===== src/rtl/vga_sync.sv =====
// vga_sync: 640x480@60Hz VGA raster timing generator with a clock-enable pixel divider.
// Ports:
//   clk         in   system clock (100 MHz)
//   reset       in   asynchronous active-high reset
//   hsync       out  horizontal sync, active low, registered
//   vsync       out  vertical sync, active low, registered
//   video_on    out  high while (x,y) lies in the visible area, registered
//   p_tick      out  pixel-rate enable, one clk wide every CLK_DIV clks
//   x           out  current pixel column, 0..H_TOTAL-1
//   y           out  current line, 0..V_TOTAL-1
//   frame_start out  one-clk pulse when (x,y) wraps to (0,0)
module vga_sync #(
    parameter int CLK_DIV   = 4,
    parameter int H_DISPLAY = 640,
    parameter int H_FRONT   = 16,
    parameter int H_SYNC    = 96,
    parameter int H_BACK    = 48,
    parameter int V_DISPLAY = 480,
    parameter int V_FRONT   = 10,
    parameter int V_SYNC    = 2,
    parameter int V_BACK    = 33
) (
    input  logic       clk,
    input  logic       reset,
    output logic       hsync,
    output logic       vsync,
    output logic       video_on,
    output logic       p_tick,
    output logic [9:0] x,
    output logic [9:0] y,
    output logic       frame_start
);
    localparam int H_TOTAL = H_DISPLAY + H_FRONT + H_SYNC + H_BACK;
    localparam int V_TOTAL = V_DISPLAY + V_FRONT + V_SYNC + V_BACK;
    localparam int TW      = $clog2(CLK_DIV);

    localparam logic [TW-1:0] TICK_LAST = TW'(CLK_DIV - 1);
    localparam logic [9:0]    X_LAST    = 10'(H_TOTAL - 1);
    localparam logic [9:0]    Y_LAST    = 10'(V_TOTAL - 1);
    localparam logic [9:0]    X_VIS     = 10'(H_DISPLAY);
    localparam logic [9:0]    Y_VIS     = 10'(V_DISPLAY);
    localparam logic [9:0]    HS_FIRST  = 10'(H_DISPLAY + H_FRONT);
    localparam logic [9:0]    HS_LAST   = 10'(H_DISPLAY + H_FRONT + H_SYNC - 1);
    localparam logic [9:0]    VS_FIRST  = 10'(V_DISPLAY + V_FRONT);
    localparam logic [9:0]    VS_LAST   = 10'(V_DISPLAY + V_FRONT + V_SYNC - 1);

    if (CLK_DIV < 2) begin : g_bad_div
        $error("vga_sync: CLK_DIV must be >= 2");
    end
    if (H_TOTAL > 1024 || V_TOTAL > 1024) begin : g_bad_total
        $error("vga_sync: raster totals must fit in 10 bits");
    end

    logic [TW-1:0] tick_q, tick_d;
    logic [9:0]    x_q, x_d, y_q, y_d;
    logic          hsync_q, hsync_d;
    logic          vsync_q, vsync_d;
    logic          video_on_q, video_on_d;
    logic          frame_start_q, frame_start_d;
    logic          x_wrap, y_wrap;

    assign p_tick = (tick_q == TICK_LAST);
    assign x_wrap = p_tick && (x_q == X_LAST);
    assign y_wrap = x_wrap && (y_q == Y_LAST);

    // Decodes use the next counter values so the registered outputs line up
    // with the x/y that appear on the same edge.
    always_comb begin
        tick_d        = p_tick ? '0 : tick_q + 1'b1;
        x_d           = p_tick ? (x_wrap ? '0 : x_q + 10'd1) : x_q;
        y_d           = x_wrap ? ((y_q == Y_LAST) ? '0 : y_q + 10'd1) : y_q;
        hsync_d       = !(x_d >= HS_FIRST && x_d <= HS_LAST);
        vsync_d       = !(y_d >= VS_FIRST && y_d <= VS_LAST);
        video_on_d    = (x_d < X_VIS) && (y_d < Y_VIS);
        frame_start_d = y_wrap;
    end

    always_ff @(posedge clk or posedge reset) begin
        if (reset) begin
            tick_q        <= '0;
            x_q           <= '0;
            y_q           <= '0;
            hsync_q       <= 1'b1;
            vsync_q       <= 1'b1;
            video_on_q    <= 1'b0;
            frame_start_q <= 1'b0;
        end else begin
            tick_q        <= tick_d;
            x_q           <= x_d;
            y_q           <= y_d;
            hsync_q       <= hsync_d;
            vsync_q       <= vsync_d;
            video_on_q    <= video_on_d;
            frame_start_q <= frame_start_d;
        end
    end

    assign x           = x_q;
    assign y           = y_q;
    assign hsync       = hsync_q;
    assign vsync       = vsync_q;
    assign video_on    = video_on_q;
    assign frame_start = frame_start_q;
endmodule


===== config.mk =====
export PLATFORM = sky130hd
export DESIGN_NAME = vga_sync
export DESIGN_NICKNAME = d
export VERILOG_FILES = /design/src/rtl/vga_sync.sv
export SDC_FILE = /design/constraint.sdc
export NUM_CORES = 1
export LEC_CHECK = 0
export ABC_AREA = 1
export CAP_MARGIN = 20
export CORE_MARGIN = 1.5
export CORE_UTILIZATION = 37
export CTS_CLUSTER_DIAMETER = 30
export DETAILED_ROUTE_END_ITERATION = 10
export DONT_BUFFER_PORTS = 1
export GPL_TIMING_DRIVEN = 0
export MAX_ROUTING_LAYER = met4
export PLACE_DENSITY_LB_ADDON = 0.2
export SLEW_MARGIN = 20
export SYNTH_ARGS = -nofsm -noshare
export SYNTH_HDL_FRONTEND = slang
export SYNTH_SLANG_ARGS = --single-unit

===== constraint.sdc =====
create_clock -name clk -period 3.5 [get_ports clk]
set_input_delay 0.525 -clock clk [delete_from_list [all_inputs] [get_ports clk]]
set_output_delay 0.525 -clock clk [all_outputs]
set_load 0.01 [all_outputs]

==> results of run 1 <==
==> cells by family after synthesis <==
family / synth area share
xor+xnor: 0.0111
simple gates: 0.373
flops: 0.416
fa+ha+maj: 0.0318
compound gates: 0.0533
buf+inv: 0.115
==> layer usage <==
layer / part of all wire / wire length [um] / GRT usage / vias to the layer above
met5: 0 / 0 / - / -
met4: 0.015 / 52 / 0.0700 / 0
met3: 0.034 / 117 / 0.0345 / 5
met2: 0.44 / 1540 / 0.244 / 23
met1: 0.51 / 1750 / 0.230 / 594
li1: - / - / - / 702
==> where the power goes <==
| part | switching [W] | internal [W] |
|---|---|---|
| registers | 0 | 0.000300 |
| clock network | 0.0000959 | 0.000101 |
| logic | 0.00000577 | 0.00000161 |
| total | 0.000102 | 0.000403 |
==> registers in the layout (all words and copies together) (netlist names) <==
signal       cells
video_on         1
x               10
tick_q           2
vsync            1
frame_start      1
y               10
hsync            1
==> layout make-up <==
class                   count  area [um^2]  share of cell area
repair buffers              1         15.0             0.00881
flip-flops and latches     26          653               0.383
well taps                  50         62.6              0.0367
plain buffers               1         11.3             0.00661
clock buffers               4         55.1              0.0323
multi-input cells         151          738               0.433
inverters                  45          169              0.0991
==> worst reg2reg max path, delay by kind of cell (launching register included) <==
kind | cells | cell delay (ns)
simple gates | 8 | 1.02
flops | 1 | 0.50
buf+inv | 1 | 0.10
fa+ha+maj | 1 | 0.28
==> synth_stat cells (2+ instances only) <==
cell and instances:
nor2_2 4, dfstp_2 2, nand3_2 3, a21oi_1 4, nand2_1 67, o21ai_0 4, dfrtp_1 24, nor2_1 23
nand4_1 8, ha_1 4, inv_2 3, inv_1 42, o21bai_1 3, xor2_1 2, nand3_1 21, nor3_1 2
==> worst max path at each step <==
stage / start / end / depth (start not counted)
floorplan: tick_q[0] / video_on / 11
detailed placement: x[0] / vsync / 10
global placement: x[0] / vsync / 10
finish: x[0] / vsync / 10
global route: x[1] / vsync / 10
CTS: x[0] / vsync / 10
==> stage by stage <==
step	instances	area [um^2]	utilization	setup WS, ns
after floorplan	223	1570	-	1.90
after global placement	273	1630	0.406	1.55
after detailed placement	273	1630	0.406	1.57
after CTS	277	1690	0.419	1.54
after global routing	278	1700	0.423	1.39
final	278	1700	0.423	1.54
==> impl_metrics.ini, run 1 <==
[drt]
ant_nets = 0
dr.pass1.iters = 4
first_iter_violations = 48
routed_wl_mm = 3.46
drcViolationCount = 0
vias = 1324
vias_per_cell = 4.76
wire_per_inst_um = 12.4

[setup_path]
cp_slowest_stage_delay_ns = 0.50
critical_path_arrival_ns = 2.16
r2r_setup_slack_ns = 1.54
worst_r2r_path_depth = 10
timing.rr.end = vsync
crit_path_frequent_cell = nand2_1
critPathMaxFanout = 6
required_ns = 3.70
startpoint_type = flip-flop
setup.worst_path.end_class = flip-flop
worst-setup-path-type = flip-flop to flip-flop
path_cells = ha_1 -> nand3_2 -> inv_1 -> nand3_1 -> nor2_1 -> nand2_1 -> nand2_1 -> nand2_1 -> nor2_1 -> nand3_1
slowest_stage = dfrtp_1
path_buf_inv = 1
worst_path_dominant_cell_family = simple AND/OR/NAND/NOR gates
rr_startpoint = x[0]

[logic_synthesis]
synthesis.nets = 229
synthArstFlopShare = 1.00
syn_area_per_cell_um2 = 7.05
synth_area_leaders = dfrtp_1 (38%), nand2_1 (16%), inv_1 (10%)
ys_seq_area_frac = 0.416
synthCells = 223
synth_top_area_share = 0.382
synth_warnings = 0
ys_types = 23
yosysTopAreaCell = dfrtp_1
ys_ff_latch = 26
synth_edf_count = 0
syn_area_um2 = 1570
synth-main-ff-cell = dfrtp_1

[sta]
relSlewSlack = 0.669
grt_setup_unrepaired = no
worstMarginPinSlew_ns = 0.494
hold_viol = 0
worst_clock_skew_ns = 0.00286
tns_ns = 0
setup_violations = 0
min_period_ns = 1.96
finalMaxSlewViolations = 0
holdWs_ns = 0.0939
min_period_over_period = 0.560
max_freq_ghz = 0.510

[clock_tree]
clkSinkCount = 26
clock_path_buffers = 2
ctsHoldBuffers = 0
cts_tree = built
ctsResizeCount = 0
root_buffer = clkbuf_8
clkTransAtPathRegs_ns = 0.09
insertion_delay_ns = 0.27
cts.htree.levels = 1
postCtsSetupBuffers = 0
cts_buffers = 3

[grt]
grt_max_degree = 27
antenna_found_initial = 0
grt_pass1_wl_mm = 5.74
grt_pass1_vias = 1251
grt_overflow = 0
gr-usage-all-layers = 0.169

[placed_design]
hpwl_mm = 2.68
globalplace.congestion = 0.845
placement.io_buffers = 0

[layout]
final_nets = 235
nFillCells = 442
layout_commonest_cell = nand2_1
areaGrowthSynthToFinish_pct = 8.44
diodes = 0
drive_gt1_frac = 0.0965
final_cell_mix = nand2_1 (67), inv_1 (41), dfrtp_1 (24)

[floorplan]
chipWidth_um = 68.2
die_h_um = 68.2
fp.coreArea_um2 = 4030
die_area_um2 = 4650
std_cell_rows = 23
initial_core_util = 0.390
io_pins = 27

[power]
finalPower_w = 0.000504
power_density_nw_per_um2 = 296
p_leak_nw = 0.906
ir_worst_vdd_mv = 0.132

[run_status]
status = finished, final reports clean

[worst_hold_path]
holdCritPathClass = input port to async pin

[run]
drv_cap = 0
Power figures use the tool's default switching activity.
==> run 2, diff against run 1 <==
clock period = 1.8 ns   (was 3.5 ns; I/O delays follow)
==> impl_metrics.ini, run 2 (same netlist as run 1, synthesis figures left out) <==
[run_status]
status = finished, final reports clean

[sta]
grt_setup_unrepaired = yes
worstMarginPinSlew_ns = 0.502
finalMaxSlewViolations = 0
max_freq_ghz = 0.577
holdWs_ns = 0.416
setup_violations = 0
worst_slack_ns = 0.0668
min_period_ns = 1.73
min_period_over_period = 0.963
hold_viol = 0
worst_clock_skew_ns = 0.00336
relSlewSlack = 0.663

[floorplan]
chipWidth_um = 68.2
die_h_um = 68.2
fp.coreArea_um2 = 4030
die_area_um2 = 4650
initial_core_util = 0.390
std_cell_rows = 23
io_pins = 27

[grt]
grt_overflow = 0
grt_pass1_wl_mm = 5.71
antenna_found_initial = 0
grt_pass1_vias = 1251
grt_max_degree = 27
busiest_layer = met2
gr-usage-met3 = 0.0329
grt_util_met2 = 0.242
grt_util_met1 = 0.230
gr-usage-all-layers = 0.168

[setup_path]
startpoint_type = flip-flop
critical_path_arrival_ns = 1.94
setup.worst_path.end_class = flip-flop
path_cells = inv_2 -> ha_1 -> nand2_1 -> nor2_1 -> nand4_1 -> inv_2 -> nand2_4 -> nand3_1 -> nand2_1 -> nor2_2 -> nand3_1
slowest_stage = dfrtp_2
timing.rr.end = vsync
rr_startpoint = y[0]
required_ns = 2.00
worst-setup-path-type = flip-flop to flip-flop
r2r_setup_slack_ns = 0.07
worst_r2r_path_depth = 11
cp_slowest_stage_delay_ns = 0.47
critPathMaxFanout = 4

[clock_tree]
insertion_delay_ns = 0.27
cts_buffers = 3
cts_tree = built
clock_path_buffers = 2
root_buffer = clkbuf_8
cts.htree.levels = 1
clkTransAtPathRegs_ns = 0.09
clkSinkCount = 26

[power]
p_leak_nw = 0.944
power_density_nw_per_um2 = 531
ir_worst_vdd_mv = 0.274
intPower_w = 0.000784
power.switching_w = 0.000206
p_clk_frac = 0.394
seqPwrFrac = 0.589
combinationalPowerShare = 0.017
sw_frac_of_total = 0.208

[drt]
ant_nets = 0
routed_wl_mm = 3.68
wire_per_inst_um = 12.9
first_iter_violations = 56
vias_per_cell = 4.86
drcViolationCount = 0
vias = 1384
dr.pass1.iters = 5

[layout]
final_util = 0.463
final_cell_mix = nand2_1 (64), inv_1 (38), nand3_1 (19)
layout_commonest_cell = nand2_1
areaGrowthSynthToFinish_pct = 18.7
drive_gt1_frac = 0.221
final_area_um2 = 1870
final_nets = 242
diodes = 0

[worst_hold_path]
holdCritPathClass = input port to async pin

[placed_design]
placement.io_buffers = 0
placed_area_um2 = 1630
globalplace.congestion = 0.845
place_ws_ns = -0.134
hpwl_mm = 2.68

[run]
drv_cap = 0
==> run 2: power by group through the flow <==
stage / clock network [W] / registers, W / logic (W)
2_1_floorplan: 0 / 0.000595 / 0.00000863
3_3_place_gp: 0 / 0.000595 / 0.0000118
3_5_place_dp: 0 / 0.000595 / 0.0000122
4_1_cts: 0.000407 / 0.000584 / 0.0000121
5_1_grt: 0.000431 / 0.000584 / 0.0000198
6_report: 0.000390 / 0.000584 / 0.0000164
==> run 2: final cells by class <==
class / instances / area [um^2]
Fill cell: 424 / 2160
Multi-Input combinational cell: 151 / 836
Clock buffer: 4 / 55.1
Tap cell: 50 / 62.6
Sequential cell: 26 / 662
Inverter: 45 / 169
Buffer: 1 / 11.3
Timing Repair Buffer: 8 / 70.1
==> run 2: worst max path at each step <==
| stage | endpoint | slack, ns | cells after the start | start |
|---|---|---|---|---|
| after floorplan | video_on | 0.20 | 11 | tick_q[0] |
| after global placement | vsync | -0.15 | 10 | x[0] |
| after detailed placement | vsync | -0.13 | 10 | x[0] |
| after CTS | vsync | 0.004 | 12 | y[0] |
| after global routing | vsync | -0.05 | 11 | y[1] |
| final | vsync | 0.07 | 11 | y[0] |
==> run 2: critical path, delay by kind of cell, from the launching register on <==
| family | cells | cell delay (ns) |
|---|---|---|
| adder cells (fa/ha/maj) | 1 | 0.16 |
| buffers and inverters | 2 | 0.22 |
| flip-flops | 1 | 0.47 |
| AND/OR/NAND/NOR | 8 | 0.84 |
==> run 2: per-stage QoR <==
step | TNS, ns | std cells | total power [W]
6_report | 0 | 285 | 0.000990
5_1_grt | -0.0886 | 285 | 0.00104
4_1_cts | 0 | 277 | 0.00100
3_5_place_dp | -0.268 | 273 | 0.000607
3_3_place_gp | -0.233 | 273 | 0.000607
2_1_floorplan | 0 | 223 | 0.000604
==> run 2: per-layer routing <==
metal	vias up	part of all wire	wire length, um
li1	716	-	-
met5	-	0	0
met4	0	0.014	52
met3	5	0.038	140
met2	27	0.47	1720
met1	636	0.48	1760
==> run 2: timing repair <==
item	in CTS	in global routing
buffers inserted	0	6
pin swaps	1	13
setup endpoints to repair	3	3
hold buffers	0	1
hold endpoints to repair	0	12
gates cloned	0	0
gates resized for setup	7	26
==> run 3, diff against run 2 <==
ABC_AREA = unset   (was 1)
SLEW_MARGIN = unset   (was 20)
==> impl_metrics.ini, run 3 <==
[floorplan]
fp.coreArea_um2 = 3440
io_pins = 27
std_cell_rows = 21
die_h_um = 63.7
chipWidth_um = 63.7
die_area_um2 = 4060
initial_core_util = 0.396

[clock_tree]
root_buffer = clkbuf_8
cts.htree.levels = 1
cts_tree = built
insertion_delay_ns = 0.27
cts_buffers = 3
clock_path_buffers = 2
clkSinkCount = 26
clkTransAtPathRegs_ns = 0.09

[sta]
relSlewSlack = 0.729
hold_viol = 0
max_freq_ghz = 0.479
finalMaxSlewViolations = 0
worstMarginPinSlew_ns = 0.404
setup_violations = 6
tns_ns = -1.01
min_period_over_period = 1.16
grt_setup_unrepaired = yes
worst_slack_ns = -0.287
min_period_ns = 2.09
worst_clock_skew_ns = 0.00271

[setup_path]
critical_path_arrival_ns = 2.26
critPathMaxFanout = 8
slowest_stage = dfrtp_1
worst-setup-path-type = flip-flop to flip-flop
setup.worst_path.end_class = flip-flop
path_buf_inv = 1
crit_path_frequent_cell = nand2_1
cp_slowest_stage_delay_ns = 0.41
required_ns = 1.97
path_cells = clkbuf_2 -> nand2_1 -> nor3_2 -> nand2_1 -> o221a_1 -> o2111a_2 -> a2111oi_4
r2r_setup_slack_ns = -0.29
startpoint_type = flip-flop
worst_path_dominant_cell_family = compound AO/OA/AOI/OAI gates

[placed_design]
placed_cells = 185
globalplace.congestion = 0.840
placement.io_buffers = 0
hpwl_mm = 2.06

[grt]
grt_pass1_wl_mm = 5.49
grt_overflow = 0
antenna_found_initial = 0
grt_pass1_vias = 1180
grt_max_degree = 27
gr-usage-all-layers = 0.176

[run_status]
status = finished with violations
violations = negative setup slack

[power]
p_leak_nw = 0.687
power_density_nw_per_um2 = 578
ir_worst_vdd_mv = 0.252

[logic_synthesis]
synthCells = 139
synth-main-ff-cell = dfrtp_1
yosysTopAreaCell = dfrtp_1
synthesis.nets = 145
synth_area_leaders = dfrtp_1 (44%), nand2_1 (4.7%), xnor2_1 (4.5%)
ys_seq_area_frac = 0.479
syn_area_um2 = 1360
synth_warnings = 0
synth_top_area_share = 0.440
ys_ff_latch = 26
synth_common_cells = dfrtp_1 (24), nand2_1 (17), nand3_1 (12), o21ai_0 (12)
synth_edf_count = 0
ys_types = 36
syn_area_per_cell_um2 = 9.81
yosysMostFrequentCell = dfrtp_1
synthArstFlopShare = 1.00

[layout]
areaGrowthSynthToFinish_pct = 37.6
layout_commonest_cell = nand2_1
final_cell_mix = nand2_1 (16), dfrtp_1 (14), dfrtp_2 (10)
final_util = 0.545
instances_no_fill = 203
final_nets = 164
drive_gt1_frac = 0.446
nFillCells = 304
diodes = 0

[worst_hold_path]
holdCritPathClass = input port to async pin

[run]
drv_cap = 0

[drt]
routed_wl_mm = 3.35
vias_per_cell = 5.67
vias = 1150
first_iter_violations = 58
drcViolationCount = 0
ant_nets = 0
wire_per_inst_um = 16.5
dr.pass1.iters = 4
run 3: layout make-up:
cell class	instances	area, um^2	share of cell area
well taps	46	57.6	0.0307
multi-input cells	102	867	0.462
inverters	6	22.5	0.0120
repair buffers	15	150	0.0800
plain buffers	4	42.5	0.0227
clock buffers	3	41.3	0.0220
clock inverters	1	30.0	0.0160
flip-flops and latches	26	666	0.355
run 3: what timing repair did:
action,4_1_cts,5_1_grt
endpoints found under the setup margin,10,11
hold buffers,0,1
buffers inserted,10,5
hold endpoints to repair,0,5
gates resized for setup,38,20
pin swaps,10,11
run 3: worst paths after layout:
check	from	end	depth (start not counted)
max in group asynchronous	reset	hsync	3
min in group clk	tick_q[0]	tick_q[0]	1
min	reset	tick_q[1]	2
max reg2reg	y[2]	video_on	7
min reg2reg	tick_q[0]	tick_q[0]	1
max	y[2]	video_on	7
run 3: cell families after synthesis:
group / after synthesis / share of synthesized area
mux: 2 / 0.0147
compound gates: 25 / 0.132
flops: 26 / 0.479
buf+inv: 11 / 0.0376
simple gates: 63 / 0.249
xor+xnor: 8 / 0.0514
fa+ha+maj: 4 / 0.0367
run 3: routing by layer:
layer	up-vias	GRT usage	wire (um)
met2	40	0.279	1750
met4	0	0.0761	36
met3	4	0.0375	169
met1	564	0.216	1390
met5	-	-	0
li1	542	-	-
run 3: report_power, final:
part / internal (W) / switching [W]
registers: 0.000584 / 0
logic: 0.00000764 / 0.0000127
clock network: 0.000297 / 0.000184
total: 0.000889 / 0.000197
run 3: through the flow:
| step | worst slack (ns) | cell area, um^2 | hold slack [ns] | power (W) |
|---|---|---|---|---|
| 6_report | -0.287 | 1880 | 0.382 | 0.00109 |
| 3_3_place_gp | -0.409 | 1460 | 0.447 | 0.000607 |
| 3_5_place_dp | -0.411 | 1460 | 0.460 | 0.000608 |
| 2_1_floorplan | -0.167 | 1410 | 0.309 | 0.000604 |
| 5_1_grt | -0.424 | 1880 | 0.379 | 0.00114 |
| 4_1_cts | -0.271 | 1760 | 0.161 | 0.00110 |
